## src/rtl/clock_ratio_detector.sv

```systemverilog
// Measures the period and high time of a divided clock in clk cycles.
// One-shot or continuous measurement with saturation and a sticky overflow.
module clock_ratio_detector #(
  parameter int W           = 16,
  parameter int SYNC_STAGES = 2
) (
  input  logic         clk,
  input  logic         rst,
  input  logic         sig_in,
  input  logic         start,
  input  logic         cont,
  output logic [W-1:0] ratio,
  output logic [W-1:0] high_cnt,
  output logic         valid,
  output logic         overflow,
  output logic         busy
);

  typedef enum logic [1:0] {
    IDLE,
    ARM,
    MEASURE
  } state_t;

  localparam logic [W-1:0] MAX = '1;
  localparam logic [W-1:0] ONE = W'(1);

  state_t                 state;
  logic [SYNC_STAGES-1:0] sync_q;
  logic                   s_sync;
  logic                   s_prev;
  logic                   rise;
  logic [W-1:0]           cnt;
  logic [W-1:0]           hcnt;
  logic [W-1:0]           hcnt_nxt;

  assign s_sync = sync_q[SYNC_STAGES-1];
  assign rise   = s_sync & ~s_prev;

  // High-time accumulator never wraps.
  assign hcnt_nxt = (s_sync && hcnt != MAX) ? hcnt + ONE : hcnt;

  // Bring sig_in into the clk domain and keep one cycle of history.
  always_ff @(posedge clk or posedge rst) begin
    if (rst) begin
      sync_q <= '0;
      s_prev <= 1'b0;
    end else begin
      sync_q <= {sync_q[SYNC_STAGES-2:0], sig_in};
      s_prev <= s_sync;
    end
  end

  // Measurement FSM with registered results and flags.
  always_ff @(posedge clk or posedge rst) begin
    if (rst) begin
      state    <= IDLE;
      cnt      <= '0;
      hcnt     <= '0;
      ratio    <= '0;
      high_cnt <= '0;
      valid    <= 1'b0;
      overflow <= 1'b0;
      busy     <= 1'b0;
    end else begin
      valid <= 1'b0;
      unique case (state)
        IDLE: begin
          // A start coinciding with a result pulse is not accepted.
          if (start && !valid) begin
            state    <= ARM;
            busy     <= 1'b1;
            cnt      <= '0;
            hcnt     <= '0;
            overflow <= 1'b0;
          end
        end
        ARM: begin
          if (rise) begin
            state <= MEASURE;
            cnt   <= ONE;
            hcnt  <= ONE;
          end else if (cnt == MAX) begin
            state    <= IDLE;
            busy     <= 1'b0;
            overflow <= 1'b1;
            valid    <= 1'b1;
            ratio    <= MAX;
            high_cnt <= '0;
          end else begin
            cnt <= cnt + ONE;
          end
        end
        MEASURE: begin
          if (rise) begin
            ratio    <= cnt;
            high_cnt <= hcnt;
            valid    <= 1'b1;
            if (cont) begin
              cnt  <= ONE;
              hcnt <= ONE;
            end else begin
              state <= IDLE;
              busy  <= 1'b0;
            end
          end else if (cnt == MAX) begin
            state    <= IDLE;
            busy     <= 1'b0;
            overflow <= 1'b1;
            valid    <= 1'b1;
            ratio    <= MAX;
            high_cnt <= hcnt;
          end else begin
            cnt  <= cnt + ONE;
            hcnt <= hcnt_nxt;
          end
        end
        default: begin
          state <= IDLE;
          busy  <= 1'b0;
        end
      endcase
    end
  end

endmodule

```

## config.mk

```make
export PLATFORM = sky130hd
export DESIGN_NAME = clock_ratio_detector
export DESIGN_NICKNAME = d
export VERILOG_FILES = /design/src/rtl/clock_ratio_detector.sv
export SDC_FILE = /design/constraint.sdc
export NUM_CORES = 1
export LEC_CHECK = 0
export CAP_MARGIN = 0
export CORE_MARGIN = 2
export CORE_UTILIZATION = 56
export DETAILED_ROUTE_END_ITERATION = 6
export PLACE_DENSITY = 0.78
export SYNTH_ARGS = -nofsm -noshare
export SYNTH_HDL_FRONTEND = slang
export SYNTH_SLANG_ARGS = --single-unit
```

## constraint.sdc

```tcl
create_clock -name clk -period 2.6 [get_ports clk]
set_clock_uncertainty 0.1 [all_clocks]
set_input_delay 0.26 -clock clk [delete_from_list [all_inputs] [get_ports clk]]
set_output_delay 0.26 -clock clk [all_outputs]
set_load 0.01 [all_outputs]
```

==> results.sh <==
export IMPL_max_freq_mhz=412
export IMPL_ir_worst_vdd_uv=761
export IMPL_drc_errors=0
export IMPL_clock_sinks=72
export IMPL_synthArstFlopShare_pct=100
export IMPL_viasPerCell=5.98
export IMPL_syn_nets=372
export IMPL_layout_drive_gt1_share_pct=10.3
export IMPL_crit_top_cell="or4_1"
export IMPL_setup_tns_ns=0
export IMPL_cts_root_buf="clkbuf_8"
export IMPL_start_kind="flop"
export IMPL_grt_pass1_wl_mm=13.4
export IMPL_cpPeakStageDelay_ns=0.69
export IMPL_ys_warn_count=0
export IMPL_die_area_mm2=0.00703
export IMPL_portBuffers=39
export IMPL_worst_pin_slew_ns=1.07
export IMPL_area_growth_pct=22.2
export IMPL_globalRouteOverflowTotal=0
export IMPL_worstPathMaxFanout=10
export IMPL_grt_usage_pct=24.0
export IMPL_clock_path_buffers=2
export IMPL_regArea_mm2=0.00180
export IMPL_tritoncts="yes"
export IMPL_finalCriticalPeriod_ns=2.43
export IMPL_grt_max_degree=38
export IMPL_drt_iter0_markers=225
export IMPL_hold_buffers=0
export IMPL_synth_compound_area_share_pct=16.6
export IMPL_fillers=474
export IMPL_hold_viol=0
export IMPL_worstPathRequired_ns=2.70
export IMPL_p_switching_mw=1.36
export IMPL_synth_flop_cell="dfrtp_1"
export IMPL_synth_top_family_by_area="simple AND/OR/NAND/NOR gates"
export IMPL_ant_nets=0
export IMPL_die_h_um=83.9
export IMPL_hpwl_mm=5.39
export IMPL_endpoint_kind="flop"
export IMPL_num_vias=2958
export IMPL_drt_first_pass_iters=4
export IMPL_multi_input_area_mm2=0.00158
export IMPL_nets=424
export IMPL_period_share_pct=93.3
export IMPL_rsz0062_at_grt="no"
export IMPL_run_status="complete, no violations"
export IMPL_antenna_found_initial=0
export IMPL_ys_seq_elements=72
export IMPL_hold_path_class="in2async"
export IMPL_yosysUniqueCellTypes=47
export IMPL_antenna_cells=0
export IMPL_critical_path_buf_inv_count=1
export IMPL_syn_avg_cell_area_um2=9.89
export IMPL_cts_setup_buffers=0
export IMPL_coreArea_mm2=0.00624
export IMPL_drt_wl_total_mm=7.87
export IMPL_crit_slowest_cell="or4_1"
export IMPL_htreeDepth=3
export IMPL_worst_setup_path_type="reg2reg"
export IMPL_p_sw_share_pct=34.3
export IMPL_final_setup_viol_count=0
export IMPL_p_per_area_mw_per_mm2=910
export IMPL_maxSlewViolCount=0
export IMPL_chipWidth_um=83.9
export IMPL_synth_seq_area_share_pct=50.5
export IMPL_detail_route_wl_per_cell_um=15.9
export IMPL_num_io_pins=40
export IMPL_cp_arrival_ns=2.53
export IMPL_synthSimpleGateAreaFrac_pct=19.1
export IMPL_synth_fa_ha_area_share_pct=2.10
export IMPL_place_congestion=0.944
export IMPL_max_cap_violations=0
export IMPL_p_leak_nw=1.91
export IMPL_grt_pass1_vias=2835
export IMPL_rows=29
export IMPL_synth_area_mm2=0.00357
export IMPL_max_slew_margin_pct=28.7
export IMPL_intPower_mw=2.61
export IMPL_seqPwrFrac_pct=35.2
export IMPL_ctsResizeCount=0
export IMPL_whs_ns=0.135
export IMPL_start_util_pct=57.2
export IMPL_pwr_share_comb_pct=37.2
export IMPL_cts_made_buffers=9
export IMPL_synth_edf_count=0
export IMPL_synth_mux_area_share_pct=4.48
export IMPL_critical_path_top_delay_family="simple AND/OR/NAND/NOR gates"
export IMPL_insertion_delay_ns=0.36
export IMPL_clockPowerShare_pct=27.6
export IMPL_synth_xor_area_share_pct=1.96
export IMPL_postSynthCellCount=361
export IMPL_cp_cell_sequence="nand4_1 -> or4_1 -> buf_4 -> o21ai_2 -> or4_1 -> a21oi_1"
export IMPL_clk_pin_slew_worst_paths_ns=0.08
-- final timing paths --
path	startpoint	end	slack (ns)	depth (start not counted)
worst max-delay path	cnt[3]	cnt[9]	0.17	6
worst min-delay path	rst	high_cnt[12]	0.14	2
worst max register to register	cnt[3]	cnt[9]	0.17	6
worst min register to register	sync_q[0]	sync_q[1]	0.25	0
max in group asynchronous	rst	cnt[4]	1.68	3
min in group clk	sig_in	sync_q[0]	0.24	1
-- synthesized netlist by cell type, types with 6 or more instances --
cell type / n / area share, %
dfrtp_1: 72 / 50
nand2_1: 44 / 4.6
inv_1: 27 / 2.8
nor2_1: 21 / 2.2
a21oi_1: 18 / 2.5
mux2i_1: 16 / 4.5
o22a_1: 16 / 3.9
nand3_1: 14 / 2.0
o21ai_0: 11 / 1.5
nand4_1: 10 / 1.8
a31oi_1: 9 / 1.6
clkbuf_1: 9 / 0.95
and3_1: 8 / 1.4
ha_1: 6 / 2.1
o31ai_1: 6 / 1.3
-- registers in the layout, summed over array words and instances, names as in the netlist --
name      count
sync_q        2
busy          1
state         2
valid         1
ratio        16
cnt          16
overflow      1
hcnt         16
high_cnt     16
s_prev        1
-- area by class of cell --
cell class	count	share of cell area, %
Timing Repair Buffer	57	12.3
Clock inverter	5	2.38
Inverter	27	2.32
Tap cell	77	2.21
Clock buffer	11	3.24
Sequential cell	72	41.3
Multi-Input combinational cell	246	36.2
-- cells by family after synthesis --
family,after synthesis
buf+inv,43
xor+xnor,8
fa+ha+maj,6
mux,16
compound gates,83
simple gates,133
flops,72
-- routing by layer --
layer | GRT usage (%) | up-vias | wire (um)
met3 | 5.64 | 12 | 326
li1 | - | 1403 | -
met4 | 10.6 | 0 | 148
met5 | 0 | - | 0
met2 | 37.0 | 65 | 3750
met1 | 32.4 | 1478 | 3650
-- layout by cell type (no fill, tap or decap), types with 11 or more instances in the layout --
master / netlist / routed
inv_1: 27 / 26
o21ai_0: 11 / 11
nand3_1: 14 / 14
dfrtp_1: 72 / 72
buf_4: 0 / 17
clkdlybuf4s50_1: 0 / 39
nor2_1: 21 / 21
o22a_1: 16 / 16
nand2_1: 44 / 44
mux2i_1: 16 / 16
a21oi_1: 18 / 18
-- per-stage QoR --
step | instances | cell area (um2) | util (%) | worst slack [ns] | total power, mW
after global placement | 479 | 4120 | 66.0 | 0.297 | 2.86
after global routing | 495 | 4360 | 69.9 | 0.0541 | 4.19
after CTS | 495 | 4360 | 69.9 | 0.215 | 3.99
final | 495 | 4360 | 69.9 | 0.175 | 3.97
after floorplan | 361 | 3570 | - | 0.329 | 2.34
after detailed placement | 479 | 4120 | 66.0 | 0.231 | 2.88
-- power groups by stage --
| stage | Clock [mW] | Sequential (mW) | Combinational (mW) |
|---|---|---|---|
| 2_1_floorplan | 0 | 1.48 | 0.868 |
| 3_3_place_gp | 0 | 1.41 | 1.44 |
| 3_5_place_dp | 0 | 1.41 | 1.47 |
| 4_1_cts | 1.11 | 1.40 | 1.48 |
| 5_1_grt | 1.16 | 1.41 | 1.62 |
| 6_report | 1.10 | 1.40 | 1.48 |
(Power assumes the default switching activity.)
